<file path="config.mk">
export PLATFORM = sky130hd
export DESIGN_NAME = button_debouncer
export DESIGN_NICKNAME = d
export VERILOG_FILES = /design/src/rtl/button_debouncer_pkg.sv /design/src/rtl/button_debouncer_sync_2ff.sv /design/src/rtl/button_debouncer.sv
export SDC_FILE = /design/constraint.sdc
export NUM_CORES = 1
export LEC_CHECK = 0
export ABC_AREA = 1
export CAP_MARGIN = 20
export CORE_MARGIN = 2
export CORE_UTILIZATION = 60
export DETAILED_ROUTE_END_ITERATION = 12
export DONT_BUFFER_PORTS = 1
export GPL_ROUTABILITY_DRIVEN = 0
export PLACE_DENSITY = 0.86
export SLEW_MARGIN = 20
export SYNTH_ARGS = -nofsm -noshare
export SYNTH_HDL_FRONTEND = slang
export SYNTH_SLANG_ARGS = --single-unit
</file>
<file path="constraint.sdc">
create_clock -name Clk -period 1.9 [get_ports Clk]
set_clock_uncertainty 0.15 [all_clocks]
set_input_delay 0.19 -clock Clk [delete_from_list [all_inputs] [get_ports Clk]]
set_output_delay 0.19 -clock Clk [all_outputs]
set_load 0.02 [all_outputs]
</file>
<file path="src/rtl/button_debouncer_pkg.sv">
// Shared constants for the push-button debouncer: default counter width and
// the FSM state codes that also drive the debug LEDs.
package button_debouncer_pkg;

  // Default debounce counter width: 2^20-1 cycles is about 10.5 ms at 100 MHz.
  localparam int N_DC_DEFAULT = 20;

  // State codes, shared with the LED decoders elsewhere in the design.
  localparam logic [2:0] ST_INI      = 3'd0;
  localparam logic [2:0] ST_WQ       = 3'd1;
  localparam logic [2:0] ST_SCEN     = 3'd2;
  localparam logic [2:0] ST_MCEN_CNT = 3'd3;
  localparam logic [2:0] ST_MCEN     = 3'd4;
  localparam logic [2:0] ST_CCR      = 3'd5;

  // The debounced level is high in every state from the confirmed press
  // until the release has been confirmed.
  function automatic logic is_pressed_state(input logic [2:0] st);
    return (st == ST_SCEN) || (st == ST_MCEN_CNT) ||
           (st == ST_MCEN) || (st == ST_CCR);
  endfunction

endpackage

</file>
<file path="src/rtl/button_debouncer_sync_2ff.sv">
// Two-flop synchronizer bringing the asynchronous button level into the Clk
// domain. Only q may be used by downstream logic.
module sync_2ff (
  input  logic Clk,
  input  logic Reset,
  input  logic d,
  output logic q
);

  logic meta;

  // First flop may go metastable; second flop gives it a full cycle to settle.
  always_ff @(posedge Clk) begin
    if (Reset) begin
      meta <= 1'b0;
      q    <= 1'b0;
    end else begin
      meta <= d;
      q    <= meta;
    end
  end

endmodule

</file>
<file path="src/rtl/button_debouncer.sv">
// Push-button debouncer: synchronizes the raw button, qualifies press and
// release with a 2^N_DC-1 cycle counter, and produces a debounced level, a
// single-cycle press enable and an auto-repeat enable. All outputs are decoded
// from the registered state, so there is no combinational path from PB.
module button_debouncer
  import button_debouncer_pkg::*;
#(
  parameter int N_DC = N_DC_DEFAULT
) (
  input  logic       Clk,
  input  logic       Reset,
  input  logic       PB,
  output logic       DPB,
  output logic       SCEN,
  output logic       MCEN,
  output logic [2:0] State
);

  localparam logic [N_DC-1:0] CNT_MAX = '1;

  logic            pb_s;
  logic [2:0]      state_reg;
  logic [N_DC-1:0] cnt_reg;
  logic            cnt_max;

  sync_2ff u_sync (
    .Clk   (Clk),
    .Reset (Reset),
    .d     (PB),
    .q     (pb_s)
  );

  assign cnt_max = (cnt_reg == CNT_MAX);

  // FSM and debounce counter; every state change restarts the count from zero.
  always_ff @(posedge Clk) begin
    if (Reset) begin
      state_reg <= ST_INI;
      cnt_reg   <= '0;
    end else begin
      case (state_reg)
        ST_INI: begin
          if (pb_s) begin
            state_reg <= ST_WQ;
            cnt_reg   <= '0;
          end
        end
        ST_WQ: begin
          if (!pb_s) begin
            state_reg <= ST_INI;           // bounce rejected
            cnt_reg   <= '0;
          end else if (cnt_max) begin
            state_reg <= ST_SCEN;
            cnt_reg   <= '0;
          end else begin
            cnt_reg <= cnt_reg + N_DC'(1);
          end
        end
        ST_SCEN: begin
          state_reg <= ST_MCEN_CNT;
          cnt_reg   <= '0;
        end
        ST_MCEN_CNT: begin
          if (!pb_s) begin
            state_reg <= ST_CCR;
            cnt_reg   <= '0;
          end else if (cnt_max) begin
            state_reg <= ST_MCEN;
            cnt_reg   <= '0;
          end else begin
            cnt_reg <= cnt_reg + N_DC'(1);
          end
        end
        ST_MCEN: begin
          state_reg <= ST_MCEN_CNT;
          cnt_reg   <= '0;
        end
        ST_CCR: begin
          if (pb_s) begin
            cnt_reg <= '0;                 // still bouncing: restart release timing
          end else if (cnt_max) begin
            state_reg <= ST_INI;
            cnt_reg   <= '0;
          end else begin
            cnt_reg <= cnt_reg + N_DC'(1);
          end
        end
        default: begin
          state_reg <= ST_INI;
          cnt_reg   <= '0;
        end
      endcase
    end
  end

  // Moore output decode from the state register only.
  assign DPB   = is_pressed_state(state_reg);
  assign SCEN  = (state_reg == ST_SCEN);
  assign MCEN  = (state_reg == ST_SCEN) || (state_reg == ST_MCEN);
  assign State = state_reg;

endmodule

</file>
==> impl_metrics.json <==
{
  "drt_wl_total_mm": 2.66,
  "route.detailed.wl_per_inst_um": 10.6,
  "clk_latency_ns": 0.31,
  "grt_overflow_total": 0,
  "drive_above_1_share": 0.0759,
  "rsz0062_at_grt": "no",
  "switchingPower_uw": 191,
  "hold_path.class": "in2reg",
  "finalHoldViolations": 0,
  "grt_max_degree": 14,
  "cp_data_required_time_ns": 1.56,
  "ys_seq_area_frac": 0.366,
  "swShare": 0.234,
  "ys_types": 21,
  "drtIter0Drc": 45,
  "vias_per_cell": 5.05,
  "post_cts_buffers": 0,
  "p_clk_frac": 0.280,
  "initial_core_util": 0.625,
  "endpoint": "DPB",
  "global_route.peak_usage_layer": "met2",
  "p_leak_nw": 0.639,
  "cts_root_buf": "clkbuf_4",
  "first_global_vias": 1099,
  "critical_path_buf_inv_count": 0,
  "seqPwrFrac": 0.650,
  "p_int_uw": 625,
  "first_pass_iters": 4,
  "path_cells": "nor2_1 -> a21oi_1 -> nand3_1",
  "postSynthAreaPerCell_um2": 6.34,
  "startpoint": "State[1]",
  "synth_edf_count": 0,
  "io_pins": 9,
  "r2r-start": "cnt_reg[1]",
  "relSlewSlack": 0.791,
  "grt_pass1_wl_mm": 4.63,
  "port_buffers": 0,
  "die_w_um": 51.8,
  "fin_crit_ns": 1.72,
  "cp.depth": 3,
  "grt_util_met1": 0.314,
  "drtAntennaViolNets": 0,
  "htreeDepth": 1,
  "track_usage": 0.230,
  "timing.setup.tns_ns": 0,
  "reg2reg_slack_ns": 0.21,
  "peakVddDrop_v": 0.000405,
  "slowest_stage": "dfxtp_2",
  "placed_area_mm2": 0.00142,
  "die_h_um": 51.8,
  "cts.sink_count": 25,
  "period_share": 0.905,
  "largest_reg_flops": 20,
  "cts_tree": "built",
  "cap_violations": 0,
  "async_reset_ff_frac": 0,
  "final_nets": 229,
  "diodes": 0,
  "cts_buffer_depth": 2,
  "syn_inst": 216,
  "syn_nets": 220,
  "grt_use_met3": 0.0345,
  "clock.fmax_mhz": 582,
  "dp_hpwl_mm": 2.07,
  "worstMarginPinSlew_ns": 0.313,
  "clk_pin_slew_ns": 0.13,
  "crit_type": "reg2out",
  "arrival_ns": 1.38,
  "final_common_cell": "nand2_1",
  "ys_ff_latch": 25,
  "path_max_fanout": 5,
  "status": "completed",
  "synthFlopType": "dfxtp_1",
  "regToRegEndpoint": "cnt_reg[11]",
  "maxSlewViolCount": 0,
  "critPathLaunchType": "register",
  "cts_made_buffers": 3,
  "crit_family": "flip-flops",
  "r2r_cells": 10,
  "die_area_mm2": 0.00268,
  "crit_path_end_kind": "primary output",
  "synth_area_mm2": 0.00137,
  "pwr-share-comb": 0.070,
  "power_density_mw_per_mm2": 555,
  "antenna_found_initial": 0,
  "route.detailed.drc": 0,
  "fin_area_mm2": 0.00147,
  "yosys_warnings": 0,
  "final_cell_mix": "53 x nand2_1, 35 x nor2_1, 32 x inv_1, 24 x dfxtp_1, 21 x nand3_1",
  "num_vias": 1272,
  "cpPeakStageDelay_ns": 0.44,
  "areaGrowthSynthToFinish_pct": 7.40,
  "fp.coreArea_mm2": 0.00219,
  "met2_usage": 0.378,
  "setup_violations": 0,
  "rows": 17
}
-- stage by stage --
step | utilization | hold slack [ns] | total power, mW | std cells | worst slack, ns
after floorplan | - | 0.147 | 0.584 | 216 | 0.113
after global placement | 0.649 | 0.110 | 0.593 | 246 | 0.166
after detailed placement | 0.649 | 0.112 | 0.594 | 246 | 0.172
after CTS | 0.670 | 0.0564 | 0.821 | 252 | 0.0590
after global routing | 0.671 | 0.0837 | 0.856 | 252 | 0.0318
final | 0.671 | 0.0705 | 0.816 | 252 | 0.181
-- power by group through the flow --
stage	Combinational (mW)	Sequential [mW]	Clock, mW
after floorplan	0.0400	0.544	0
after global placement	0.0507	0.543	0
after detailed placement	0.0510	0.543	0
after CTS	0.0562	0.531	0.234
after global routing	0.0637	0.532	0.260
final	0.0569	0.531	0.229
-- worst min path at each step --
stage / start / endpoint / slack, ns / depth (start not counted)
floorplan: PB / u_sync.meta / 0.15 / 2
global placement: Reset / cnt_reg[1] / 0.11 / 1
detailed placement: Reset / cnt_reg[1] / 0.11 / 1
CTS: Reset / State[0] / 0.06 / 3
global route: Reset / State[0] / 0.08 / 3
finish: Reset / State[0] / 0.07 / 3
-- per-layer routing --
metal,share of wire,wire length [um]
met5,0,0
met4,0.0075,20
met3,0.012,32
met2,0.46,1230
met1,0.52,1380
-- Yosys cell counts, types with 3 or more instances --
cell type / count / share of area
nand2_1: 53 / 0.15
nor2_1: 35 / 0.096
inv_1: 32 / 0.088
dfxtp_1: 25 / 0.37
nand3_1: 21 / 0.077
a21oi_1: 11 / 0.040
nor3_1: 7 / 0.026
o21ai_0: 7 / 0.026
xor2_1: 5 / 0.032
nand2_2: 4 / 0.018
o21ai_1: 3 / 0.011
-- timing repair --
item	in CTS	in global routing
endpoints found under the setup margin	0	3
resized for setup	0	1
hold buffers	2	0
endpoints found under the hold margin	7	0
-- kinds of logic (layout without fill, tap and decap cells) --
family                     after synthesis  in the layout  share of synthesized area
AOI/OAI and AO/OA                       22             22                     0.0823
xor gates and xnor gates                 5              5                     0.0320
adders and majority gates                1              1                    0.00914
buffers and inverters                   35             43                     0.0960
DFF                                     25             25                      0.366
and+or+nand+nor                        128            128                      0.415
-- worst min-delay path, delay by kind of cell --
family | cells | cell delay (ns)
buffers and inverters | 1 | 0.16
AND/OR/NAND/NOR | 2 | 0.15
-- cell type report --
cell class / instances / area, um2
Clock buffer: 4 / 26.3
Fill cell: 195 / 721
Multi-Input combinational cell: 156 / 737
Tap cell: 28 / 35.0
Sequential cell: 25 / 502
Timing Repair Buffer: 5 / 42.5
Inverter: 34 / 128
No activity file was read; power rests on OpenSTA's default activity.
